==> src/rtl/mage_pkg.sv <==
// ============================================================================
//  Module   : mage_pkg
//  Purpose  : Shared constants and types for the MAGE stream datapath:
//             PE-group / bank geometry, crossbar-context sequencer sizing
//             and the sequencer FSM state encoding.
//  Ports    : none (package)
//  Revision : 1.0  initial crossbar-context sequencer additions
// ============================================================================
`default_nettype none

package mage_pkg;

  // PE group / memory bank geometry
  localparam int N_PE_PER_GROUP         = 4;
  localparam int N_BANKS_PER_STREAM     = 4;
  localparam int LOG_N_PE_PER_GROUP     = 2;
  localparam int LOG_N_BANKS_PER_STREAM = 2;

  // Crossbar-context sequencer sizing
  localparam int N_XBAR_CTX  = 8;
  localparam int XBAR_ITER_W = 16;

  typedef enum logic [1:0] {
    XSEQ_IDLE = 2'd0,
    XSEQ_RUN  = 2'd1,
    XSEQ_DONE = 2'd2
  } xbar_seq_state_e;

endpackage : mage_pkg

`default_nettype wire

==> src/rtl/xbar_sel_sequencer.sv <==
// ============================================================================
//  Module   : xbar_sel_sequencer
//  Purpose  : Stores N_CTX bank/PE crossbar selector contexts and plays them
//             back in order, n_ctx contexts per iteration for n_iter
//             iterations, driving the crossbar selector inputs directly.
//  Ports    : clk_i, rst_i               clock, synchronous active-high reset
//             cfg_we_i, cfg_addr_i,       context slot write (IDLE only)
//             cfg_sel_dmem_pea_i,
//             cfg_sel_pea_dmem_i
//             n_ctx_i, n_iter_i, start_i  sequence length, start request
//             stall_i                     hold the current context
//             sel_dmem_pea_o,
//             sel_pea_dmem_o              registered crossbar selectors
//             ctx_valid_o, ctx_idx_o      selector valid / context index
//             busy_o, done_o              running flag, completion pulse
//  Revision : 1.0  initial release
// ============================================================================
`default_nettype none

module xbar_sel_sequencer
  import mage_pkg::*;
#(
  parameter  int N_CTX  = N_XBAR_CTX,
  parameter  int CNT_W  = XBAR_ITER_W,
  localparam int IDX_W  = $clog2(N_CTX),
  localparam int NCTX_W = $clog2(N_CTX) + 1
) (
  input  logic                                                  clk_i,
  input  logic                                                  rst_i,
  input  logic                                                  cfg_we_i,
  input  logic [IDX_W-1:0]                                      cfg_addr_i,
  input  logic [N_PE_PER_GROUP-1:0][LOG_N_BANKS_PER_STREAM-1:0] cfg_sel_dmem_pea_i,
  input  logic [N_BANKS_PER_STREAM-1:0][LOG_N_PE_PER_GROUP-1:0] cfg_sel_pea_dmem_i,
  input  logic [NCTX_W-1:0]                                     n_ctx_i,
  input  logic [CNT_W-1:0]                                      n_iter_i,
  input  logic                                                  start_i,
  input  logic                                                  stall_i,
  output logic [N_PE_PER_GROUP-1:0][LOG_N_BANKS_PER_STREAM-1:0] sel_dmem_pea_o,
  output logic [N_BANKS_PER_STREAM-1:0][LOG_N_PE_PER_GROUP-1:0] sel_pea_dmem_o,
  output logic                                                  ctx_valid_o,
  output logic [IDX_W-1:0]                                      ctx_idx_o,
  output logic                                                  busy_o,
  output logic                                                  done_o
);

  typedef logic [N_PE_PER_GROUP-1:0][LOG_N_BANKS_PER_STREAM-1:0] sel_dp_t;
  typedef logic [N_BANKS_PER_STREAM-1:0][LOG_N_PE_PER_GROUP-1:0] sel_pd_t;

  xbar_seq_state_e   r_state;
  sel_dp_t           r_slot_dp [N_CTX];
  sel_pd_t           r_slot_pd [N_CTX];
  logic [IDX_W-1:0]  r_idx;
  logic [CNT_W-1:0]  r_iter;
  logic [NCTX_W-1:0] r_n_ctx;
  logic [CNT_W-1:0]  r_n_iter;
  sel_dp_t           r_sel_dp;
  sel_pd_t           r_sel_pd;
  logic              r_valid;
  logic              r_busy;
  logic              r_done;

  logic              w_last_idx;
  logic              w_last_iter;
  logic [IDX_W-1:0]  w_idx_nxt;
  logic [NCTX_W-1:0] w_n_ctx_clamp;

  // Out-of-range context counts are clamped so the index always wraps
  // inside the populated store and the sequence is guaranteed to end.
  assign w_n_ctx_clamp = (n_ctx_i > NCTX_W'(N_CTX)) ? NCTX_W'(N_CTX) : n_ctx_i;
  assign w_last_idx    = ({1'b0, r_idx} == (r_n_ctx - NCTX_W'(1)));
  // Compare against n_iter-1 rather than counting up to n_iter, so the
  // all-ones iteration count never needs a CNT_W+1 bit counter.
  assign w_last_iter   = (r_iter == (r_n_iter - CNT_W'(1)));
  assign w_idx_nxt     = r_idx + IDX_W'(1);

  always_ff @(posedge clk_i) begin
    if (rst_i) begin
      r_state  <= XSEQ_IDLE;
      r_idx    <= '0;
      r_iter   <= '0;
      r_n_ctx  <= '0;
      r_n_iter <= '0;
      r_sel_dp <= '0;
      r_sel_pd <= '0;
      r_valid  <= 1'b0;
      r_busy   <= 1'b0;
      r_done   <= 1'b0;
      for (int k = 0; k < N_CTX; k++) begin
        r_slot_dp[k] <= '0;
        r_slot_pd[k] <= '0;
      end
    end else begin
      case (r_state)
        XSEQ_IDLE: begin
          r_done <= 1'b0;
          if (cfg_we_i) begin
            r_slot_dp[cfg_addr_i] <= cfg_sel_dmem_pea_i;
            r_slot_pd[cfg_addr_i] <= cfg_sel_pea_dmem_i;
          end
          if (start_i) begin
            r_n_ctx  <= w_n_ctx_clamp;
            r_n_iter <= n_iter_i;
            r_idx    <= '0;
            r_iter   <= '0;
            if ((w_n_ctx_clamp != '0) && (n_iter_i != '0)) begin
              r_state  <= XSEQ_RUN;
              r_sel_dp <= r_slot_dp[0];
              r_sel_pd <= r_slot_pd[0];
              r_valid  <= 1'b1;
              r_busy   <= 1'b1;
            end else begin
              // Empty sequence: report completion without presenting a context
              r_state <= XSEQ_DONE;
              r_done  <= 1'b1;
            end
          end
        end

        XSEQ_RUN: begin
          if (!stall_i) begin
            if (w_last_idx) begin
              r_idx <= '0;
              if (w_last_iter) begin
                r_state  <= XSEQ_DONE;
                r_iter   <= '0;
                r_sel_dp <= '0;
                r_sel_pd <= '0;
                r_valid  <= 1'b0;
                r_busy   <= 1'b0;
                r_done   <= 1'b1;
              end else begin
                r_iter   <= r_iter + CNT_W'(1);
                r_sel_dp <= r_slot_dp[0];
                r_sel_pd <= r_slot_pd[0];
              end
            end else begin
              r_idx    <= w_idx_nxt;
              r_sel_dp <= r_slot_dp[w_idx_nxt];
              r_sel_pd <= r_slot_pd[w_idx_nxt];
            end
          end
        end

        XSEQ_DONE: begin
          r_done  <= 1'b0;
          r_state <= XSEQ_IDLE;
        end

        default: begin
          r_state  <= XSEQ_IDLE;
          r_idx    <= '0;
          r_sel_dp <= '0;
          r_sel_pd <= '0;
          r_valid  <= 1'b0;
          r_busy   <= 1'b0;
          r_done   <= 1'b0;
        end
      endcase
    end
  end

  // r_idx is held at zero outside RUN, so it doubles as the index output
  assign sel_dmem_pea_o = r_sel_dp;
  assign sel_pea_dmem_o = r_sel_pd;
  assign ctx_valid_o    = r_valid;
  assign ctx_idx_o      = r_idx;
  assign busy_o         = r_busy;
  assign done_o         = r_done;

endmodule : xbar_sel_sequencer

`default_nettype wire

==> config.mk <==
export PLATFORM = sky130hd
export DESIGN_NAME = xbar_sel_sequencer
export DESIGN_NICKNAME = d
export VERILOG_FILES = /design/src/rtl/mage_pkg.sv /design/src/rtl/xbar_sel_sequencer.sv
export SDC_FILE = /design/constraint.sdc
export NUM_CORES = 1
export LEC_CHECK = 0
export ABC_CLOCK_PERIOD_IN_PS = 4570
export BUFFER_PORTS_ARGS = -buffer_cell sky130_fd_sc_hd__buf_4
export CORE_MARGIN = 4
export CORE_UTILIZATION = 55
export CTS_CLUSTER_DIAMETER = 50
export DETAILED_ROUTE_END_ITERATION = 10
export HOLD_SLACK_MARGIN = 0.02
export PLACE_DENSITY = 0.83
export SYNTH_ARGS = -nofsm -noshare
export SYNTH_HDL_FRONTEND = slang
export SYNTH_SLANG_ARGS = --single-unit
==> constraint.sdc <==
create_clock -name clk_i -period 4.57 [get_ports clk_i]
set_input_delay 0.6855 -clock clk_i [delete_from_list [all_inputs] [get_ports clk_i]]
set_output_delay 0.6855 -clock clk_i [all_outputs]
set_load 0.01 [all_outputs]
; ---- Word level (Yosys, flattened, before mapping)
; Memory sizes are Yosys's and may differ from the RTL's.
; Cells that the tools add are included.
[word_totals]
register_bits = 59
mem_bits_rw = 128
in_bits = 44
out_inout_bits = 22
word_cells = 98
memories = 2
[classes]
add_sub_neg = 4
n_lt_le_gt_ge = 1
eq_ne = 9
muxes = 52
n_bitwise = 1
reduce_logical = 14
[mem_list]
columns = name, depth, word_bits, read_ports, rd_ports_with_merged_regs, write_ports, line_no
row1 = r_slot_dp, 8, 8, 2, 0, 8, xbar_sel_sequencer.sv:50  ; sel_dp_t r_slot_dp [N_CTX];
row2 = r_slot_pd, 8, 8, 2, 0, 8, xbar_sel_sequencer.sv:51  ; sel_pd_t r_slot_pd [N_CTX];
[ops]
columns = operator, count
row1 = two-way mux 8 bit, 12
row2 = two-way mux 16 bit, 4
row3 = case mux 8 bit (3 select lines), 2
row4 = case mux 16 bit (2 select lines), 1
row5 = two-way mux 1 bit, 18
row6 = adder 16 x 1 -> 16 bit (second input constant), 1
row7 = == test 16 bit, 1
row8 = nonzero test 16 bit, 1
row9 = OR reduction 8 bit, 2
row10 = subtractor 16 x 1 -> 16 bit (second input constant), 1
row11 = two-way mux 3 bit, 5
row12 = AND reduction 4 bit, 3
row13 = two-way mux 2 bit, 5
row14 = inequality test 2 bit (second input constant), 5
row15 = case mux 3 bit (3 select lines), 1
row16 = AND reduction 3 bit, 2
row17 = AND reduction 6 bit, 1
row18 = == test 3 x 4 -> 1 bit, 1
row19 = greater-than comparator 4 bit (second input constant), 1
row20 = two-way mux 4 bit, 1
row21 = case mux 2 bit (2 select lines), 1
row22 = nonzero test 4 bit, 1
row23 = subtractor 4 x 1 -> 4 bit (second input constant), 1
row24 = adder 3 x 1 -> 3 bit (second input constant), 1
row25 = other kinds (9), 9

; ---- Depth between registers and ports, before layout
; Gate-level depths: netlist of the first run.
[logic_depth]
depth_word = 7
mapped_depth = 11
ltp_nobuf = 9

; ---- Worst setup path before layout of the first run
; OpenSTA, ideal clock, no wires.
[synth_path]
kind = reg2reg
startpoint = register r_idx[1], in the netlist ctx_idx_o[1]
endpoint = register r_sel_pd, in the netlist sel_pea_dmem_o[3]
t_arrival_ns = 2.312
required_ns = 4.436
setup_slack_ns = 2.124
path_stages_with_launch = 9
path_buffers = 2
synth_period_minus_slack_ns = 2.446
path_cell_list = dfxtp_1 -> ha_1 -> clkbuf_1 -> buf_1 -> mux4_2 -> nor2_1 -> nor3_1 -> o21ai_0 -> o21ai_0
[synth_via]
elab_chain_len = 5
[synth_lines]
columns = element, line_no
row1 = start: declaration, xbar_sel_sequencer.sv:52  ; logic [IDX_W-1:0] r_idx;
row2 = start signal: assignment, xbar_sel_sequencer.sv:137  ; r_idx <= w_idx_nxt;
row3 = adder 3 x 1 -> 3 bit, xbar_sel_sequencer.sv:74  ; assign w_idx_nxt = r_idx + IDX_W'(1);
row4 = memory (8 x 8 bit), n/a
row5 = two-way mux 8 bit *, xbar_sel_sequencer.sv:121  ; if (w_last_idx) begin
row6 = two-way mux 8 bit *, xbar_sel_sequencer.sv:120  ; if (!stall_i) begin
row7 = case mux 8 bit (3 select lines) *, xbar_sel_sequencer.sv:93  ; case (r_state)
row8 = end signal: assignment, xbar_sel_sequencer.sv:108  ; r_sel_pd <= r_slot_pd[0];
row9 = end signal: assignment, xbar_sel_sequencer.sv:134  ; r_sel_pd <= r_slot_pd[0];
row10 = end signal: assignment, xbar_sel_sequencer.sv:139  ; r_sel_pd <= r_slot_pd[w_idx_nxt];
row11 = end: declaration, xbar_sel_sequencer.sv:57  ; sel_pd_t r_sel_pd;
; Every way passes the cells marked *; elsewhere a longest branch is shown, timed or not. The select of a mux whose other input is x is not followed.
; A chain may end at the register's enable or synchronous reset.

; ---- Worst setup path after layout of the first run
[layout_path]
startpoint = register r_n_ctx[0]
endpoint = register r_sel_dp, in the netlist sel_dmem_pea_o[0]
[layout_via]
elab_chain_len = 5
[layout_lines]
columns = element, line_no
row1 = start: declaration, xbar_sel_sequencer.sv:54  ; logic [NCTX_W-1:0] r_n_ctx;
row2 = start signal: assignment, xbar_sel_sequencer.sv:101  ; r_n_ctx <= w_n_ctx_clamp;
row3 = subtractor 4 x 1 -> 4 bit, xbar_sel_sequencer.sv:70  ; assign w_last_idx = ({1'b0, r_idx} == (r_n_ctx - NCTX_W'(1)));
row4 = == test 3 x 4 -> 1 bit, xbar_sel_sequencer.sv:70
row5 = two-way mux 8 bit, xbar_sel_sequencer.sv:121
row6 = two-way mux 8 bit, xbar_sel_sequencer.sv:120
row7 = case mux 8 bit (3 select lines), xbar_sel_sequencer.sv:93
row8 = end signal: assignment, xbar_sel_sequencer.sv:107  ; r_sel_dp <= r_slot_dp[0];
row9 = end signal: assignment, xbar_sel_sequencer.sv:133  ; r_sel_dp <= r_slot_dp[0];
row10 = end signal: assignment, xbar_sel_sequencer.sv:138  ; r_sel_dp <= r_slot_dp[w_idx_nxt];
row11 = end: declaration, xbar_sel_sequencer.sv:56  ; sel_dp_t r_sel_dp;
; No other way between the ends. The select of a mux whose other input is x is not followed.

==> results of run 1 <==
[flip-flops by register name (all words and copies together) (netlist names)]
signal	count
r_iter	16
r_state	2
r_slot_pd	64
done_o	1
sel_pea_dmem_o	8
busy_o	1
r_slot_dp	64
sel_dmem_pea_o	8
r_n_ctx	4
ctx_idx_o	3
r_n_iter	16
[cells in the mapped netlist (3+ instances only)]
library cell	instances
nand2b_1	8
inv_1	7
xor2_1	13
nand2_1	50
and2_1	131
mux4_2	32
o31ai_1	4
and4_1	4
ha_1	4
or3_1	3
nor2b_1	6
dfxtp_1	59
mux2i_1	17
nor3_1	26
nand3_1	9
nor4_1	5
buf_1	5
nand3b_1	5
a31o_2	3
a31oi_1	3
xnor2_1	21
clkbuf_1	31
edfxtp_1	128
o21a_1	3
or2_2	9
o21ai_0	38
nor4b_1	6
a21oi_1	30
nor2_1	65
nand4_1	7
[power groups by stage]
stage	clock network, mW	registers (mW)	logic (mW)
floorplan	0	1.96	0.323
global placement	0	1.98	0.473
detailed placement	0	1.98	0.485
CTS	1.48	1.94	0.487
global route	1.56	1.95	0.530
finish	1.46	1.94	0.485
[routing by layer]
metal	global-route usage	share of wire	vias to the layer above
li1	-	-	2946
met1	0.295	0.41	3082
met2	0.398	0.51	205
met3	0.0511	0.059	42
met4	0.0756	0.021	0
met5	0	0	-
[per-stage QoR]
step / cells / setup slack, ns / power (mW) / hold WS [ns]
3_5_place_dp: 1030 / 1.56 / 2.46 / 0.469
6_report: 1062 / 1.54 / 3.89 / 0.477
5_1_grt: 1062 / 1.25 / 4.04 / 0.494
2_1_floorplan: 777 / 2.12 / 2.29 / 0.445
3_3_place_gp: 1030 / 1.72 / 2.45 / 0.464
4_1_cts: 1062 / 1.54 / 3.91 / 0.476
[worst register-to-register path: cells and delay by family (launching register included)]
kind,cells,cell delay (ns)
flops,1,0.39
fa+ha+maj,1,0.20
compound gates,4,1.26
buf+inv,1,0.07
xor+xnor,1,0.16
simple gates,2,0.87
[worst max path at each step]
stage                       startpoint                 to  slack (ns)  cells past startpoint
after floorplan           ctx_idx_o[1]  sel_pea_dmem_o[3]        2.12                      8
after global placement      r_n_ctx[0]  sel_dmem_pea_o[0]        1.72                      9
after detailed placement    r_n_ctx[0]  sel_dmem_pea_o[0]        1.56                      9
after CTS                   r_n_ctx[0]  sel_dmem_pea_o[0]        1.54                      9
after global routing        r_n_ctx[0]  sel_dmem_pea_o[2]        1.25                      9
final                       r_n_ctx[0]  sel_dmem_pea_o[0]        1.54                      9
[logic make-up after synthesis]
| logic type | synth area share |
|---|---|
| buffers and inverters | 0.0225 |
| xor gates and xnor gates | 0.0353 |
| adders and majority gates | 0.00552 |
| and+or+nand+nor | 0.213 |
| AOI/OAI and AO/OA | 0.0717 |
| DFF | 0.554 |
| muxes | 0.0982 |
[area by class of cell]
| class | count | area [um2] | area share |
|---|---|---|---|
| Timing Repair Buffer | 78 | 586 | 0.0566 |
| Inverter | 7 | 26.3 | 0.00254 |
| Tap cell | 216 | 270 | 0.0261 |
| Sequential cell | 187 | 5030 | 0.486 |
| Multi-Input combinational cell | 542 | 3860 | 0.373 |
| Clock buffer | 18 | 429 | 0.0415 |
| Clock inverter | 14 | 154 | 0.0149 |
[cell usage in the layout (no fill, tap or decap), types with 13 or more instances in the layout]
cell type  synthesis  layout
mux2i_1           17      17
xnor2_1           21      21
and2_1           131     131
nor3_1            26      26
clkbuf_16          0      17
nand2_1           50      50
dfxtp_1           59      58
mux4_2            32      32
buf_4              2      78
edfxtp_1         128     128
xor2_1            13      13
nor2_1            65      65
a21oi_1           30      30
o21ai_0           38      38
==> reports/qor.csv, run 1 <==
metric;value;unit
hold_viol;0;
grt_pass1_wl;32800;um
dieArea;18600;um2
synthFlopType;edfxtp_1;
crit_required;4.94;ns
grt_pass1_vias;6270;
cp_num_buf_inv;1;
cts_resized;0;
ys.warnings.count;0;
skew;0.0117;ns
num_vias;6275;
finish.utilization;0.647;
syn_inst;777;
ios;66;
cts_made_buffers;17;
r2r_cells;9;
power_density;376;nW/um2
cts-root-buf;clkbuf_16;
routedWlPerCell;19.2;um
leakage;3.81;nW
port_buffers;65;
async_flop_share;0;
placed_area;9770;um2
wirelength;20400;um
p_int;2.88;mW
worstSetupPathType;reg -> reg;
drive_gt1_frac;0.190;
period_minus_slack;3.03;ns
ant_nets;0;
clock_sinks;187;
ir_drop;0.477;mV
n_antenna_cell;0;
drv_slew;0;
r2r_slack;1.54;ns
cts_setup_buffers;0;
dr.pass1.iters;5;
ys_seq_area_frac;0.554;
crit_family;compound AO/OA/AOI/OAI gates;
seqPwrFrac;0.499;
die_width;136;um
cts_buffer_depth;2;
yosysTopAreaCell;edfxtp_1;
core;16000;um2
area_growth;14.1;%
synthesis.nets;825;
setup_viol_count_final;0;
combPwrFrac;0.125;
cpPeakStageDelay;0.67;ns
min_to;r_n_ctx[1];
clkPwrFrac;0.376;
die_h;136;um
synth_edf_count;128;
finalWeightedCongestion;0.833;
first_iter_violations;519;
swShare;0.260;
dp_hpwl;13300;um
clk_pin_slew;0.07;ns
power.switching;1.01;mW
cts_tree;done;
critPathLaunchType;register;
synth_top_cells_by_area;edfxtp_1 42%, dfxtp_1 13%, and2_1 9.0%, mux4_2 7.9%, nor2_1 2.7%;
rsz0062_at_grt;false;
worstHoldStart;r_n_ctx[1];
grt-ovfl-total;0;
crit_path_end_kind;register;
htree_levels;4;
hp-class;reg -> reg;
status;finished clean;
min_delay_path_depth;2;
tightest_slew;1.04;ns
critPathMaxFanout;16;
viasPerCell;5.91;
slew_headroom;0.307;
initial_utilization;0.567;
period_share;0.663;
r2r_end;sel_dmem_pea_o[0];
antenna_found_initial;0;
max_cap_violations;0;
drc_errors;0;
synth_cell_types;64;
cts_hold_buf;0;
grt_usage;0.233;
synth_top_area_share;0.424;
synth-seq-cells;187;
max_freq;330;MHz
fillCellCount;1235;
critPathArrivalTime;3.39;ns
grt_start_max_net_pins;42;
crit_chain;inv_1, ha_1, xor2_1, and3b_1, o31ai_1, nand2_1, a21o_1, o2bb2ai_1, a21oi_1;
slowest_stage;nand2_1;
synthesis.area;9070;um2
avgSynthCellArea;11.7;um2
fin_nets;881;
clock_latency;0.44;ns
fin_tns_setup;0;ns
rows;46;
final_area;10400;um2
crit-reg2reg-launch;r_n_ctx[0];
No activity file was read; power rests on OpenSTA's default activity.
==> run 2, diff against run 1 <==
--- a/config.mk
+++ b/config.mk
@@ -5,7 +5,7 @@
 export SDC_FILE = /design/constraint.sdc
 export NUM_CORES = 1
 export LEC_CHECK = 0
-export ABC_CLOCK_PERIOD_IN_PS = 4570
+export ABC_CLOCK_PERIOD_IN_PS = 3000
 export BUFFER_PORTS_ARGS = -buffer_cell sky130_fd_sc_hd__buf_4
 export CORE_MARGIN = 4
 export CORE_UTILIZATION = 55
==> constraint.sdc (replaced) <==
create_clock -name clk_i -period 3 [get_ports clk_i]
set_input_delay 0.45 -clock clk_i [delete_from_list [all_inputs] [get_ports clk_i]]
set_output_delay 0.45 -clock clk_i [all_outputs]
set_load 0.01 [all_outputs]
==> run 2 against run 1 <==
  * Critical path depth up 1
  * Fmax rose by 9.4%
  * Register-to-register slack worse by 1.3 ns
  * Clock skew fell by 0.0026 ns
  * Critical path type unchanged
==> reports/qor.csv, run 2 (synthesis results as in run 1) <==
metric;value;unit;change
status;finished clean;;
fin_tns_setup;0;ns;unchanged
period_minus_slack;2.77;ns;-0.260 ns
cts_setup_buffers;0;;unchanged
slowest_stage;o31ai_1;;
finish.utilization;0.653;;+0.00618
ir_drop;0.485;mV;+1.7%
clock_latency;0.43;ns;about the same
antenna_found_initial;0;;unchanged
crit_start;r_n_ctx[0];;
finalPower;6.05;mW;+56%
cts_resized;0;;unchanged
leakage;3.86;nW;+1.5%
max_cap_violations;0;;unchanged
port_buffers;65;;unchanged
drc_errors;0;;unchanged
fillCellCount;1212;;-1.9%
crit_chain;inv_1, ha_1, xor2_1, and3b_1, o31ai_1, buf_4, nand2_1, nor3_1, o21ai_0, o21ai_0;;
cts_made_buffers;17;;unchanged
layout_commonest_cell;and2_1;;
critPathArrivalTime;3.12;ns;-0.27 ns
num_vias;6239;;-0.57%
dieArea;18600;um2;unchanged
hp-class;in -> reg;;
slew_headroom;0.218;;-0.0891
initial_utilization;0.567;;unchanged
finalWeightedCongestion;0.804;;-3.5%
ant_nets;0;;unchanged
cts_buffer_depth;2;;unchanged
max_freq;361;MHz;+9.4%
period_share;0.923;;+0.260
r2r_cells;10;;+1
grt_usage;0.226;;-0.00659
skew;0.00912;ns;-0.00258 ns
worstSetupPathType;reg -> reg;;
area_growth;15.2;%;
htree_levels;4;;unchanged
ios;66;;unchanged
largest_registers;r_slot_dp (64), r_slot_pd (64);;
crit_path_end_kind;register;;
cp_common_cell;o21ai_0;;
crit-reg2reg-launch;r_n_ctx[0];;
dp.cells;1038;;+0.78%
dr.pass1.iters;5;;unchanged
dp_hpwl;12900;um;-2.9%
critPathLaunchType;register;;
setup_viol_count_final;0;;unchanged
rows;46;;unchanged
cts_tree;done;;
r2r_slack;0.23;ns;-1.31 ns
r2r_end;sel_pea_dmem_o[7];;
clk_pin_slew;0.07;ns;about the same
core;16000;um2;unchanged
fin_cells;1069;;+0.66%
rsz0062_at_grt;false;;
clock_sinks;187;;unchanged
cts_hold_buf;0;;unchanged
critPathMaxFanout;16;;unchanged
cts-root-buf;clkbuf_16;;
die_h;136;um;unchanged
die_width;136;um;unchanged
wirelength;20000;um;-1.8%
grt_pass1_wl;32000;um;-2.4%
fin_nets;889;;+0.91%
viasPerCell;5.84;;-1.2%
grt_start_max_net_pins;41;;-2.4%
first_iter_violations;530;;+2.1%
grt_pass1_vias;6156;;-1.8%
drive_gt1_frac;0.197;;+0.00664
power_density;579;nW/um2;+54%
routedWlPerCell;18.8;um;-2.4%
tightest_slew;1.17;ns;+0.134 ns
grt-ovfl-total;0;;unchanged
layout_common_cells;131 x and2_1, 128 x edfxtp_1, 85 x buf_4;;
drv_slew;0;;unchanged
hold_viol;0;;unchanged
n_antenna_cell;0;;unchanged
critical_path.endpoint;sel_pea_dmem_o[7];;
cpPeakStageDelay;0.40;ns;-0.27 ns
crit_required;3.36;ns;-1.58 ns
-- run 2: cell count changes in the layout (fill, tap and decap cells not counted), sizes merged --
cell / previous run / this run
inv: 13 / 14
bufinv: 1 / 3
buf: 78 / 86
clkinv: 6 / 2
-- run 2: worst min path at each step --
stage | startpoint | end | slack, ns | cells past startpoint
CTS | stall_i | r_state[0] | 0.25 | 2
detailed placement | r_n_iter[15] | r_n_iter[15] | 0.47 | 2
global route | stall_i | r_state[0] | 0.26 | 2
floorplan | r_n_ctx[1] | r_n_ctx[1] | 0.44 | 2
finish | stall_i | r_state[0] | 0.27 | 2
global placement | r_n_iter[15] | r_n_iter[15] | 0.46 | 2
-- run 2: area by class of cell --
class / count / area, um2 / area share
Sequential cell: 187 / 5030 / 0.481
Multi-Input combinational cell: 542 / 3860 / 0.369
Timing Repair Buffer: 86 / 658 / 0.0630
Clock buffer: 18 / 429 / 0.0411
Tap cell: 216 / 270 / 0.0259
Clock inverter: 13 / 180 / 0.0172
Inverter: 7 / 26.3 / 0.00251
-- run 2: where the power goes --
part / switching [mW] / leakage [nW] / total [mW] / internal [mW]
Sequential: 0.0896 / 1.81 / 2.96 / 2.87
Clock: 1.00 / 0.298 / 2.34 / 1.34
Combinational: 0.407 / 1.76 / 0.754 / 0.346
-- run 2: through the flow --
stage / worst slack (ns) / instance area [um2] / hold slack [ns]
floorplan: 0.554 / 9070 / 0.445
global placement: 0.424 / 9840 / 0.460
detailed placement: 0.341 / 9840 / 0.466
CTS: 0.198 / 10500 / 0.251
global route: 0.0375 / 10500 / 0.260
finish: 0.232 / 10500 / 0.267
-- run 2: layer usage --
metal  vias to the layer above  global-route usage  part of all wire
met1                      3067               0.285              0.41
met3                        33              0.0503             0.056
met5                         -                   0                 0
li1                       2953                   -                 -
met4                         0              0.0750             0.018
met2                       186               0.387              0.52
-- run 2: critical path: cells and delay by family (launching register included) --
kind,cells,cell delay (ns)
compound gates,3,0.69
xor+xnor,1,0.17
simple gates,3,0.96
buf+inv,2,0.28
fa+ha+maj,1,0.20
flops,1,0.39
